### src/rtl/pc_gen.sv
// Fetch address generator: BOOT/RUN/HALT control, redirects, trap entry/return.
// Optional target alignment check enabled by defining PC_MISALIGN_CHK_EN.
module pc_gen #(
   parameter int              XLEN      = 32,
   parameter int              STEP      = 1,
   parameter logic [XLEN-1:0] RESET_VEC = '0,
   parameter logic [XLEN-1:0] TRAP_VEC  = XLEN'(32'h0000_0100)
) (
   input  logic            clk,
   input  logic            rst,
   input  logic            fetch_ready,
   input  logic            br_taken,
   input  logic [XLEN-1:0] br_target,
   input  logic            trap_req,
   input  logic            trap_ret,
   input  logic            halt_req,
   input  logic            resume_req,
   output logic [XLEN-1:0] pc,
   output logic [XLEN-1:0] pc_plus_step,
   output logic            fetch_valid,
   output logic [XLEN-1:0] epc,
   output logic            redirected,
   output logic            halted,
   output logic            misalign
);

   typedef enum logic [1:0] {ST_BOOT, ST_RUN, ST_HALT} state_t;

   localparam logic [XLEN-1:0] STEP_V = XLEN'(STEP);

   state_t          state_reg, state_next;
   logic [XLEN-1:0] pc_reg, pc_next;
   logic [XLEN-1:0] epc_reg, epc_next;
   logic            redirected_reg, redirected_next;
   logic [XLEN-1:0] jump_target;
   logic            jump_bad;

   // trap_ret outranks br_taken, so its source wins the shared target mux
   assign jump_target = trap_ret ? epc_reg : br_target;

`ifdef PC_MISALIGN_CHK_EN
   localparam logic [XLEN-1:0] ALIGN_MASK = XLEN'(STEP - 1);
   logic misalign_reg, misalign_next;
   assign jump_bad = (jump_target & ALIGN_MASK) != '0;
`else
   assign jump_bad = 1'b0;
`endif

   always_comb begin
      state_next      = state_reg;
      pc_next         = pc_reg;
      epc_next        = epc_reg;
      redirected_next = redirected_reg;
`ifdef PC_MISALIGN_CHK_EN
      misalign_next   = 1'b0;
`endif
      case (state_reg)
         ST_BOOT: state_next = ST_RUN;
         ST_RUN: begin
            if (trap_req) begin
               pc_next         = TRAP_VEC;
               epc_next        = pc_reg;
               redirected_next = 1'b1;
            end else if (trap_ret || br_taken) begin
               redirected_next = 1'b1;
               if (jump_bad) begin
                  // misaligned target turns into a trap reporting the bad address
                  pc_next  = TRAP_VEC;
                  epc_next = jump_target;
`ifdef PC_MISALIGN_CHK_EN
                  misalign_next = 1'b1;
`endif
               end else begin
                  pc_next = jump_target;
               end
            end else if (halt_req) begin
               state_next = ST_HALT;
            end else if (fetch_ready) begin
               pc_next         = pc_plus_step;
               redirected_next = 1'b0;
            end
         end
         ST_HALT: begin
            if (trap_req) begin
               pc_next         = TRAP_VEC;
               epc_next        = pc_reg;
               redirected_next = 1'b1;
               state_next      = ST_RUN;
            end else if (resume_req) begin
               state_next = ST_RUN;
            end
         end
         default: state_next = ST_BOOT;
      endcase
   end

   always_ff @(posedge clk) begin
      if (rst) begin
         state_reg      <= ST_BOOT;
         pc_reg         <= RESET_VEC;
         epc_reg        <= '0;
         redirected_reg <= 1'b0;
`ifdef PC_MISALIGN_CHK_EN
         misalign_reg   <= 1'b0;
`endif
      end else begin
         state_reg      <= state_next;
         pc_reg         <= pc_next;
         epc_reg        <= epc_next;
         redirected_reg <= redirected_next;
`ifdef PC_MISALIGN_CHK_EN
         misalign_reg   <= misalign_next;
`endif
      end
   end

   assign pc           = pc_reg;
   assign pc_plus_step = pc_reg + STEP_V;
   assign epc          = epc_reg;
   assign redirected   = redirected_reg;
   assign fetch_valid  = (state_reg == ST_RUN);
   assign halted       = (state_reg == ST_HALT);
`ifdef PC_MISALIGN_CHK_EN
   assign misalign     = misalign_reg;
`else
   assign misalign     = 1'b0;
`endif

endmodule

### config.mk
export PLATFORM = sky130hd
export DESIGN_NAME = pc_gen
export DESIGN_NICKNAME = d
export VERILOG_FILES = /design/src/rtl/pc_gen.sv
export SDC_FILE = /design/constraint.sdc
export NUM_CORES = 1
export LEC_CHECK = 0
export BUFFER_PORTS_ARGS = -buffer_cell sky130_fd_sc_hd__buf_4
export CAP_MARGIN = 20
export CORE_UTILIZATION = 45
export DETAILED_ROUTE_END_ITERATION = 12
export PLACE_DENSITY = 0.73
export SLEW_MARGIN = 5
export SYNTH_ARGS = -nofsm -noshare
export SYNTH_HDL_FRONTEND = slang
export SYNTH_SLANG_ARGS = --single-unit
### constraint.sdc
create_clock -name clk -period 2.4 [get_ports clk]
set_input_delay 0 -clock clk [delete_from_list [all_inputs] [get_ports clk]]
set_output_delay 0 -clock clk [all_outputs]
set_load 0.005 [all_outputs]
Yosys cells after proc, flatten, opt, wreduce, memory -nomap -nowiden:

Cells that the tools add are included.
Widths: inputs -> output; s select.

* flip-flop bits (word level): 67
* latch bits: 0
* memory bits (writable): 0
* memory bits (read-only): 0
* output and inout port bits: 100
* logic and storage cells: 40
* memories: 0

* $add $sub $neg: 1
* multiply operators: 0
* divide/modulo/power cells: 0
* magnitude comparators: 0
* equal/unequal tests: 9
* shift-type cells: 0
* multiplexer cells: 19
* bitwise logic cells: 0
* reduce and logical (&&, ||, !) cells: 7

Operator list (number)
* $mux 32: 6
* $pmux 32 s2: 1
* $add 32x1->32 const B: 1
* $mux 2: 5
* $ne 2x2->1 const B: 4
* $ne 4x3->1 const B: 2
* $reduce_and 4->1: 2
* $pmux 2 s3: 1
* $mux 1: 5
* $ne 3x3->1 const B: 1
* $eq 2x1->1 const B: 1
* $eq 2x2->1 const B: 1
* $logic_not 2->1: 1
* $pmux 1 s2: 1
* $reduce_and 2->1: 1
* $reduce_bool 2->1: 1
* $reduce_or 2->1: 1
* $logic_or 1x1->1: 1

Depth between registers and ports, before layout:

* word-level depth: 6
* mapped depth: 8

Worst setup path after synthesis:

OpenSTA, ideal clock, no wires.

* kind: register to register
* from: reg state_reg[0]
* to: reg pc_reg[21] (netlist: pc[21])
* setup time: 62 ps
* arrival time: 2111 ps
* setup slack: 227 ps
* stages on the path, launching flop included: 8
* path buffers: 1
* path through: dfxtp_1 > inv_1 > ha_1 > or4b_1 > or3_1 > buf_2 > or3_1 > nand3_1

* cells in the longest elaborated chain, start to end: 3

RTL lines
* start: declaration: line 31 `state_t state_reg, state_next;`
* start signal: assignment: line 107 `state_reg <= state_next;`
* $eq 2x2->1 *
* named net halted: line 23 `output logic halted,`
* $ne 2x2->1 (no source line) / $reduce_bool 2->1 (equally long branches)
* $reduce_and 4->1 (no source line)
* end signal: assignment: line 108 `pc_reg <= pc_next;`
* end: declaration: line 32 `logic [XLEN-1:0] pc_reg, pc_next;`

The timed path passes the listed nets; every way through them passes the cells marked *.
A chain may end at the register's enable or synchronous reset.

Worst setup path in the final report:

* from: reg pc_reg[16] (netlist: pc[16])
* to: out pc_plus_step[30]

* cells in the longest elaborated chain, start to end: 1

RTL lines
* $add 32x1->32: line 118 `assign pc_plus_step = pc_reg + STEP_V;`
* end: declaration: line 19 `output logic [XLEN-1:0] pc_plus_step,`

No other way between the ends.

==> results by group <==
Outcome
  • Status: completed

STA
  • Slew Viols, Final: 0
  • Fin crit period: 2.280 ns
  • Setup violators final: 0
  • Final Cycle Share: 95.01%
  • Rel. slew slack: 57.91%
  • Least-Margin Pin Slew: 0.6307 ns
  • Final-report hold violation count: 0
  • Setup TNS: 0 ns
  • Max Fclk: 438.6 MHz
  • RSZ-0062 raised after global routing: yes
  • Worst clock skew: 0.01308 ns

Yosys
  • Post-synthesis sequential area ratio: 34.31%
  • Yosys warning count: 0
  • Main combinational cell family by area after synthesis: compound AO/OA/AOI/OAI gates
  • Count leader, synth: nand2_1
  • Post-Syn Area: 0.003909 sq mm
  • Post-synth EDFFs: 0
  • Adder-cell share of the synthesized area: 1.280%
  • Share of Yosys cell area claimed by the top area cell type: 34.31%
  • Mapped Cells: 499
  • Leading area contributor after synthesis: dfxtp_1
  • Syn avg cell area: 7.833 sq um
  • XOR/XNOR Fraction of Synth Area: 6.722%
  • Synth top cells by count: 92 x nand2_1, 67 x dfxtp_1, 46 x a21oi_1, 29 x clkbuf_1, 28 x nor2_1
  • Async SR Flop Fraction: 0%
  • Area fraction in compound gates after synthesis: 25.42%
  • Top FF cell, synth: dfxtp_1
  • Seq cells post-synth: 67
  • Yosys cell types: 66
  • Synth top area cells: dfxtp_1 34%, nand2_1 8.8%, a21oi_1 5.9%
  • Post-synthesis mux area share: 1.536%
  • Syn nets: 543
  • Simple-gate share of the synthesized area: 24.90%

Routing
  • DR iter-0 viols: 303
  • Vias per cell: 5.827
  • DRC: 0
  • Drt total wl: 12990 microns
  • Drt first pass iters: 5
  • Routed len/inst: 17.32 microns
  • Via count: 4370
  • Post-route antenna net violation count: 0

Floorplan
  • Number of I/O pins: 140
  • Core area: 0.008299 sq mm
  • Die Area: 0.009063 sq mm
  • Die W: 95.20 microns
  • Die span in y: 95.20 microns
  • FP Rows: 33
  • Starting Density: 47.10%

Finish
  • Util after Layout: 64.78%
  • # fillers: 740
  • Synth-to-Final Area Change: 37.55%
  • Share of layout cells above drive strength 1: 31.32%
  • Fin nets: 686
  • ANT cells: 0

Run
  • Max Cap Viol: 0

Clock network
  • Latest clock arrival within the worst-skew pair: 0.34 ns
  • CTS tree: done
  • CTS Buf Count: 9
  • Root Driver: clkbuf_8
  • Depth of the CTS H-tree: 3
  • CTS max path bufs: 2
  • CTS sink count: 67
  • Clk slew on worst S/H paths: 0.07 ns

Critical path
  • CP most frequent cell: nand4_1
  • CP Cell Sequence: nand4_1 > nor2_2 > nand4_1 > xnor2_1 > buf_4
  • Slowest stage cell on the critical path: nor2_2
  • Nature of the critical path startpoint: flop
  • Critical path type: reg2out
  • CP endpoint kind: primary output
  • Crit-path max cell delay: 0.51 ns
  • CP Data Required Time: 2.40 ns
  • Worst Setup SP: pc[16]
  • Arrival @ worst endpoint: 2.28 ns
  • CP max FO: 10
  • Worst r2r src: state_reg[1]

Min path
  • HP Start: br_target[25]
  • Hold WC Path Type: in2reg

Global route
  • GR Layer Usage met2: 47.86%
  • GRT Util Overall: 29.20%
  • Vias in the first global route: 4056
  • GR Layer Usage met3: 4.466%
  • Initial antenna violation count: 0
  • Layer carrying the most global-route usage: met2
  • Largest net degree at the start of global routing: 43
  • GRT overflow: 0
  • First-pass GRT wire length: 20530 microns
  • Met1 GRT Util: 39.25%

Power and ir drop
  • Sw Share: 35.05%
  • Leak pwr: 2.366 nW
  • Pwr/cell area: 644.5 mW/mm^2
  • Peak supply drop: 0.3785 mV
  • Pint: 2.250 mW
  • Sequential fraction of design power: 37.5%
  • Clock power frac: 28.3%
  • Logic pwr share: 34.2%
  • P_sw: 1.215 mW
  • PnR Total Power: 3.465 mW

Place
  • Global placer's final weighted congestion: 0.8857
  • Detailed placement HPWL: 9459 microns
  • PortBufs: 138
-- path summary, 6_finish.rpt --
kind	slack, ns	to	depth (start not counted)
max reg2reg	0.18	pc[11]	8
max	0.12	pc_plus_step[30]	5
min	0.006	pc[25]	4
min reg2reg	0.47	epc[24]	2
-- area by class of cell --
type,instances,area (sq um),share of cell area [%]
clock buffer,12,165.2,3.072
timing repair buffer,172,1299,24.16
multi-input combinational,378,2351,43.73
tap,105,131.4,2.444
sequential,67,1343,24.97
clock inverter,2,35.03,0.6516
inverter,14,52.55,0.9774
-- routing by layer --
| metal | wire length (microns) | vias up |
|---|---|---|
| met5 | 0 | - |
| met4 | 185 | 0 |
| met3 | 904 | 21 |
| met2 | 6222 | 205 |
| met1 | 5679 | 2062 |
| li1 | - | 2082 |
-- kinds of logic (layout without fill, tap and decap cells) --
kind of cell | after synthesis | after routing
other | 1 | 1
multiplexers | 6 | 6
buffers and inverters | 54 | 200
flip-flops | 67 | 67
XOR/XNOR | 30 | 30
AO/OA/AOI/OAI | 145 | 145
adder cells (fa/ha/maj) | 4 | 4
AND/OR/NAND/NOR | 192 | 192
-- power groups by stage --
stage	sequential [mW]	clock [mW]	combinational [mW]
global route	1.31	1.04	1.29
global placement	1.31	0	1.15
detailed placement	1.32	0	1.16
finish	1.30	0.980	1.18
CTS	1.29	0.984	1.17
floorplan	1.32	0	0.624
-- stage by stage --
| step | std cells | setup slack, ns | hold slack, ns | instance area, sq um |
|---|---|---|---|---|
| 5_1_grt | 750 | -0.01668 | 0.01132 | 5376 |
| 2_1_floorplan | 499 | 0.2275 | 0.2020 | 3909 |
| 3_3_place_gp | 731 | 0.2849 | 0.3319 | 5122 |
| 4_1_cts | 748 | 0.08124 | 0.002693 | 5353 |
| 3_5_place_dp | 731 | 0.1872 | 0.3209 | 5122 |
| 6_report | 750 | 0.1198 | 0.005968 | 5376 |
-- critical path: cells and delay by family (launching register included) --
family / cells / cell delay (ns)
xor gates and xnor gates: 1 / 0.25
and+or+nand+nor: 3 / 1.09
DFF: 1 / 0.47
buffers and inverters: 1 / 0.15
-- timing repair --
action / in CTS / in global routing
hold buffers: 3 / 0
endpoints found under the hold margin: 3 / 0
setup buffers: 0 / 2
endpoints found under the setup margin: 0 / 6
gates resized for setup: 0 / 2
-- layout by cell type (no fill, tap or decap), types with 3 or more instances in the layout --
cell / n
o211ai_1: 3
and3_1: 8
a31oi_1: 3
xnor2_1: 22
o221ai_1: 5
clkbuf_8: 12
a21oi_1: 46
nand2_1: 92
nor3_1: 12
o31ai_1: 3
a22o_1: 9
nor2_1: 28
buf_4: 169
nand3_1: 12
nor4_1: 3
dlygate4sd3_1: 3
or3_1: 4
o311ai_1: 4
a211oi_1: 3
xor2_1: 8
a221o_1: 4
a22oi_1: 11
a21o_1: 8
nand4_1: 11
inv_1: 14
dfxtp_1: 66
o22ai_1: 6
or2_2: 3
mux2i_1: 6
ha_1: 4
o21ai_0: 18
No activity file was read; power rests on OpenSTA's default activity.
